--- config.mk ---
export PLATFORM = sky130hd
export DESIGN_NAME = pwm_capture
export DESIGN_NICKNAME = d
export VERILOG_FILES = /design/src/rtl/pwm_capture.sv
export SDC_FILE = /design/constraint.sdc
export NUM_CORES = 1
export LEC_CHECK = 0
export ABC_CLOCK_PERIOD_IN_PS = 2300
export CAP_MARGIN = 20
export CELL_PAD_IN_SITES_DETAIL_PLACEMENT = 1
export CELL_PAD_IN_SITES_GLOBAL_PLACEMENT = 1
export CORE_MARGIN = 2
export CORE_UTILIZATION = 30
export DETAILED_ROUTE_END_ITERATION = 12
export HOLD_SLACK_MARGIN = 0.12
export PLACE_DENSITY_LB_ADDON = 0.05
export SLEW_MARGIN = 20
export SYNTH_ARGS = -nofsm -noshare
export SYNTH_HDL_FRONTEND = slang
export SYNTH_SLANG_ARGS = --single-unit
--- constraint.sdc ---
create_clock -name clk -period 2.3 [get_ports clk]
set_input_delay 0.345 -clock clk [delete_from_list [all_inputs] [get_ports clk]]
set_output_delay 0.345 -clock clk [all_outputs]
set_load 0.02 [all_outputs]
--- src/rtl/pwm_capture.sv ---
// pwm_capture: measures an incoming PWM waveform and recovers its duty value.
//
// pwm_in is synchronised. Each window runs from one rising edge to the next.
// The high cycles and the window length are counted, and a registered report
// is produced with a one-cycle valid strobe. If no rising edge arrives for
// TIMEOUT cycles, a stuck-level report is issued instead. Its value is
// all-ones or zero, following the current input level.
//
// Parameters:
//   CNT_W       width of value; the high count saturates at 2^CNT_W-1
//   TIMEOUT     cycles without a rising edge before a stuck report (> 2^CNT_W)
//   SYNC_STAGES synchroniser depth (>= 2)
//
// Ports:
//   clk    in   system clock
//   rst    in   asynchronous reset, active high
//   pwm_in in   asynchronous PWM input
//   en     in   capture enable; 0 = idle, counters cleared, outputs hold
//   value  out  high-cycle count of the last window (saturated)
//   period out  window length in cycles (saturated)
//   valid  out  one-cycle pulse when value/period/stuck update
//   stuck  out  1 = last report came from a timeout
module pwm_capture #(
  parameter int unsigned CNT_W       = 8,
  parameter int unsigned TIMEOUT     = 512,
  parameter int unsigned SYNC_STAGES = 2
) (
  input  logic             clk,
  input  logic             rst,
  input  logic             pwm_in,
  input  logic             en,
  output logic [CNT_W-1:0] value,
  output logic [CNT_W:0]   period,
  output logic             valid,
  output logic             stuck
);

  // TIMEOUT > 2^CNT_W guarantees CntW >= CNT_W+1, so the slices below are legal.
  localparam int unsigned CntW = $clog2(TIMEOUT + 1);
  localparam logic [CntW-1:0] ValueMax   = CntW'((2 ** CNT_W) - 1);
  localparam logic [CntW-1:0] PeriodMax  = CntW'((2 ** (CNT_W + 1)) - 1);
  localparam logic [CntW-1:0] TimeoutCnt = CntW'(TIMEOUT);

  typedef enum logic [0:0] {StIdle, StMeasure} state_e;

  state_e                 state_q;
  logic [SYNC_STAGES-1:0] sync_q;
  logic                   s_dly_q;
  logic [CntW-1:0]        per_cnt_q;
  logic [CntW-1:0]        hi_cnt_q;

  logic             s;
  logic             rise;
  logic [CNT_W-1:0] value_sat;
  logic [CNT_W:0]   period_sat;

  assign s    = sync_q[SYNC_STAGES-1];
  assign rise = s & ~s_dly_q;

  always_comb begin
    value_sat  = (hi_cnt_q > ValueMax) ? '1 : hi_cnt_q[CNT_W-1:0];
    period_sat = (per_cnt_q > PeriodMax) ? '1 : per_cnt_q[CNT_W:0];
  end

  // The synchroniser keeps running while en=0, so edge detection remains valid
  // as soon as capture is re-enabled.
  always_ff @(posedge clk or posedge rst) begin
    if (rst) begin
      sync_q  <= '0;
      s_dly_q <= 1'b0;
    end else begin
      sync_q  <= {sync_q[SYNC_STAGES-2:0], pwm_in};
      s_dly_q <= s;
    end
  end

  always_ff @(posedge clk or posedge rst) begin
    if (rst) begin
      state_q   <= StIdle;
      per_cnt_q <= '0;
      hi_cnt_q  <= '0;
      value     <= '0;
      period    <= '0;
      valid     <= 1'b0;
      stuck     <= 1'b0;
    end else begin
      valid <= 1'b0;
      if (!en) begin
        state_q   <= StIdle;
        per_cnt_q <= '0;
        hi_cnt_q  <= '0;
      end else if (rise) begin
        // A rise closes the current window, if one is open, and opens a new one.
        // The edge cycle itself counts toward the new window.
        // The rise is checked before the timeout, so it wins a simultaneous timeout.
        if (state_q == StMeasure) begin
          value  <= value_sat;
          period <= period_sat;
          valid  <= 1'b1;
          stuck  <= 1'b0;
        end
        state_q   <= StMeasure;
        per_cnt_q <= CntW'(1);
        hi_cnt_q  <= CntW'(1);
      end else if (per_cnt_q == TimeoutCnt) begin
        value     <= s ? '1 : '0;
        period    <= '1;
        valid     <= 1'b1;
        stuck     <= 1'b1;
        state_q   <= StIdle;
        per_cnt_q <= CntW'(1);
        hi_cnt_q  <= '0;
      end else begin
        // per_cnt also runs in idle so that a missing first edge still times out.
        per_cnt_q <= per_cnt_q + CntW'(1);
        if (state_q == StMeasure) begin
          hi_cnt_q <= hi_cnt_q + {{(CntW - 1){1'b0}}, s};
        end
      end
    end
  end

endmodule

## After elaboration in Yosys (flattened, before gate mapping)

Cells that the tools add are included.

- Output and inout bits: 19
- Word-level logic and storage cells: 47
- Bits of input ports: 4
- Bits in registers: 43

- Bitwise operators: 2
- Add/subtract/negate cells: 2
- Magnitude comparators: 2
- Mux-type cells: 26
- Equality and inequality tests: 4
- Reductions and logical operators: 2

Operator list:

| kind | number |
|---|---|
| two-way mux 10 bit | 7 |
| two-way mux 8 bit | 5 |
| two-way mux 9 bit | 4 |
| adder 10 x 1 -> 10 bit | 1 |
| adder 10 x 1 -> 10 bit, second input constant | 1 |
| equality test 10 bit, second input constant | 1 |
| greater-than comparator 10 x 8 -> 1 bit, second input constant | 1 |
| greater-than comparator 10 x 9 -> 1 bit, second input constant | 1 |
| two-way mux 1 bit | 10 |
| inequality test 4 x 1 -> 1 bit, second input constant | 1 |
| inequality test 3 x 1 -> 1 bit, second input constant | 1 |
| AND reduction 3 bit | 1 |
| inequality test 2 bit, second input constant | 1 |
| nonzero test 2 bit | 1 |
| bitwise AND 1 bit | 1 |
| inverter 1 bit | 1 |

## Logic depth before layout (Yosys ltp)

- Depth after elaboration: 5
- Depth in mapped cells: 8
- Mapped depth without buffers: 6

## Worst setup path before layout

OpenSTA, ideal clock, no wires.

- Path kind: flip-flop to flip-flop
- From: reg per_cnt_q[0]
- To: reg hi_cnt_q[1]
- Setup slack: 682 ps
- Stages on the path, launching flop included: 8
- Required time: 2179 ps
- Data arrival time: 1497 ps
- Clock period less this slack: 1618 ps
- Buffers on the path: 1
- Library setup time: 121 ps
- Path through: dfrtp_1 inv_1 ha_1 nor4b_2 nand4b_2 nand3_1 buf_2 nor2_1

- Longest elaborated chain between the ends: 4
- Elaborated cells between the ends (all ways): 5

Ends and longest elaborated chain:

| what | line | text |
|---|---|---|
| start, declared | 49 | `logic [CntW-1:0] per_cnt_q;` |
| start signal, assigned | 103 | `per_cnt_q <= CntW'(1);` |
| start signal, assigned | 111 | `per_cnt_q <= CntW'(1);` |
| start signal, assigned | 115 | `per_cnt_q <= per_cnt_q + CntW'(1);` |
| equality test 10 bit (*) | 105 | `end else if (per_cnt_q == TimeoutCnt) begin` |
| two-way mux 10 bit | 105 |  |
| two-way mux 10 bit | 92 | `end else if (rise) begin` |
| two-way mux 10 bit | 88 | `if (!en) begin` |
| end signal, assigned | 104 | `hi_cnt_q <= CntW'(1);` |
| end signal, assigned | 117 | `hi_cnt_q <= hi_cnt_q + {{(CntW - 1){1'b0}}, s};` |
| end, declared | 50 | `logic [CntW-1:0] hi_cnt_q;` |

Mark *: on every way between the ends. The rest lies on a longest branch, timed or not.
A chain may end at the register's enable or synchronous reset.

## Worst setup path after layout

- From: reg per_cnt_q[0]
- To: reg value[7]

- Longest elaborated chain between the ends: 3

Ends and longest elaborated chain:

| what | line | text |
|---|---|---|
| equality test 10 bit | 105 |  |
| nonzero test 2 bit (no source line) | - |  |
| AND reduction 3 bit (no source line) | - |  |
| end signal, assigned | 97 | `value <= value_sat;` |
| end signal, assigned | 106 | `value <= s ? '1 : '0;` |
| end, declared | 32 | `output logic [CNT_W-1:0] value,` |

Every way passes these cells.

==> flow_summary_export.csv <==
group,metric,value,unit
place,numPortBuffers,22,
critical_path,endpoint_kind,"flip-flop",
global_routing,grt_max_degree,44,
cells_and_area,seq_area,1080,um^2
floorplan,die_w,85.2,um
sta,slew_violations,0,
detailed_routing,wl,4240,um
synthesis,synth_top_area_frac,0.545,
clocking,clk_pin_slew,0.09,ns
floorplan,core-area,6350,um^2
synthesis,async_flop_share,1.00,
floorplan,die_y,85.2,um
clocking,cts_root_buf,"clkbuf_8",
pwr,cellPowerDensity,778,nW/um^2
cells_and_area,fin_cells,282,
sta,rsz0062_at_grt,"no",
clocking,clockBufferDepth,2,
clocking,post-cts-setup-buffers,0,
floorplan,rows,29,
global_routing,grt_pass1_wl,7490,um
critical_path,critPathLaunchType,"flip-flop",
cells_and_area,diodes,0,
floorplan,die_area,7250,um^2
detailed_routing,post_drt_wl_per_cell,15.0,um
global_routing,grt.total_usage,0.130,
place,hpwl,2950,um
synthesis,synth.cell_area,1980,um^2
clocking,cts_hold_buffers,0,
sta,tns,0,ns
cells_and_area,final_net_count,214,
synthesis,netlist_top_cells_count,"dfrtp_1 (43), nor2_1 (19), inv_1 (15)",
sta,slew_headroom,0.620,
detailed_routing,drtIter0Drc,86,
global_routing,grt_pass1_vias,1452,
sta,layout_min_cycle_time,1.96,ns
synthesis,synth_ff_type,"dfrtp_1",
critical_path,setup.worst_path.class,"reg2reg",
floorplan,initial_core_util,0.311,
cells_and_area,multi_input_area,779,um^2
synthesis,synth_area_leader_cell,"dfrtp_1",
pwr,p_leak,0.992,nW
clocking,tritoncts,"done",
sta,finalHoldViolCount,0,
global_routing,antenna_found_initial,0,
place,placed_cells,275,
synthesis,synthMostInstantiatedCell,"dfrtp_1",
critical_path,required,2.52,ns
synthesis,yosysUniqueCellTypes,34,
floorplan,io_pins,23,
clocking,clk_latency,0.29,ns
hold_path,worst_hold_path_type,"reg2reg",
clocking,cts_buffers,5,
synthesis,synth_edf_count,0,
detailed_routing,ant_nets,0,
hold_path,hold_depth,0,
cells_and_area,layout-drive-gt1-share,0.0780,
detailed_routing,viasPerCell,4.80,
clocking,clock_sinks,43,
clocking,ctsResizeCount,0,
sta,tightest_slew,0.570,ns
synthesis,synthCells,180,
detailed_routing,drtPass1Iterations,4,
synthesis,synth_seq_cells,43,
critical_path,critPathArrivalTime,2.18,ns
sta,fmax,510,MHz
cells_and_area,n_fill_cell,710,
synthesis,seq_area_frac_synth,0.545,
run,max_cap_viol_count,0,
clocking,htreeDepth,2,
sta,min_period_over_period,0.852,
outcome,outcome,"completed",
pwr,peakVddDrop,0.324,mV
synthesis,avgSynthCellArea,11.0,um^2
sta,finClkSkew,0.00872,ns
cells_and_area,syn_to_final_growth,18.7,%
synthesis,ys.warnings.count,0,
critical_path,crit_fanout,18,
synthesis,synth_area_leaders,"dfrtp_1 (54%), mux2i_1 (4.6%), xor2_1 (4.4%)",
global_routing,grt_overflow,0,
sta,setup_viol,0,
place,routabilityCongestion,0.745,
detailed_routing,vias,1354,
detailed_routing,post-route-drc-count,0,
critical_path,r2r_cells,7,
synthesis,synth.net_count,189,
power by group:
part | switching [W] | leakage (nW) | internal [W]
combinational | 0.000215 | 0.399 | 0.000210
sequential | 0.0000587 | 0.546 | 0.000847
clock | 0.000258 | 0.0470 | 0.000236
total | 0.000532 | 0.992 | 0.00129
final cells by class:
type	instances	area share
multi-input cells	114	0.332
repair buffers	26	0.107
flip-flops and latches	43	0.459
clock buffers	6	0.0352
clock inverters	1	0.00213
well taps	77	0.0411
inverters	15	0.0240
cells by family after synthesis:
kind of cell               count (synthesis)  share of synthesized area
muxes                                     10                     0.0513
AOI/OAI and AO/OA                         23                     0.0722
xor gates and xnor gates                  16                     0.0709
adders and majority gates                  5                     0.0317
and+or+nand+nor                           60                      0.168
DFF                                       43                      0.545
buffers and inverters                     23                     0.0608
layout by cell type (no fill, tap or decap), drive strengths merged:
cell	n
inv	15
nor3	2
or3	1
mux2	1
nor4b	1
clkinv	1
xnor2	6
buf	4
nand3	5
and3	3
clkdlybuf4s50	22
nand2	9
a21oi	2
o21ai	11
clkbuf	6
or2	1
mux2i	9
nor4	1
and4	1
or3b	1
or4	9
a31oi	1
o21a	9
xor2	10
nand4	4
nand2b	2
dfrtp	43
nand4b	1
nor2	19
ha	5
stage by stage:
stage	setup slack (ns)	total power (W)	utilization	instance area [um^2]	hold WS [ns]
2_1_floorplan	0.682	0.00114	-	1980	0.331
3_3_place_gp	0.356	0.00134	0.356	2260	0.335
3_5_place_dp	0.313	0.00136	0.356	2260	0.351
4_1_cts	0.303	0.00186	0.369	2350	0.370
5_1_grt	0.147	0.00194	0.369	2350	0.370
6_report	0.341	0.00183	0.369	2350	0.364
path summary, 6_finish.rpt:
check | startpoint | endpoint | slack (ns)
max | per_cnt_q[0] | value[7] | 0.34
min | sync_q[0] | sync_q[1] | 0.36
max reg2reg | per_cnt_q[0] | value[7] | 0.34
min reg2reg | sync_q[0] | sync_q[1] | 0.36
max in group asynchronous | rst | per_cnt_q[3] | 1.41
min in group asynchronous | rst | value[2] | 0.47
critical path, cell delays in order (launching register included):
cell      delay [ns]
dfrtp_1         0.48
inv_1           0.10
ha_1            0.17
nor4b_2         0.22
nand4b_2        0.23
o21ai_2         0.17
buf_4           0.28
mux2i_1         0.24
flip-flops by register name, summed over array words and instances (netlist names):
signal     count
hi_cnt_q      10
per_cnt_q     10
period         9
s_dly_q        1
state_q        1
stuck          1
sync_q         2
valid          1
value          8
per-layer routing:
layer	track usage	part of all wire
met5	0	0
met1	0.189	0.52
met2	0.192	0.44
met3	0.0321	0.027
met4	0.0390	0.013
Power figures use the tool's default switching activity.
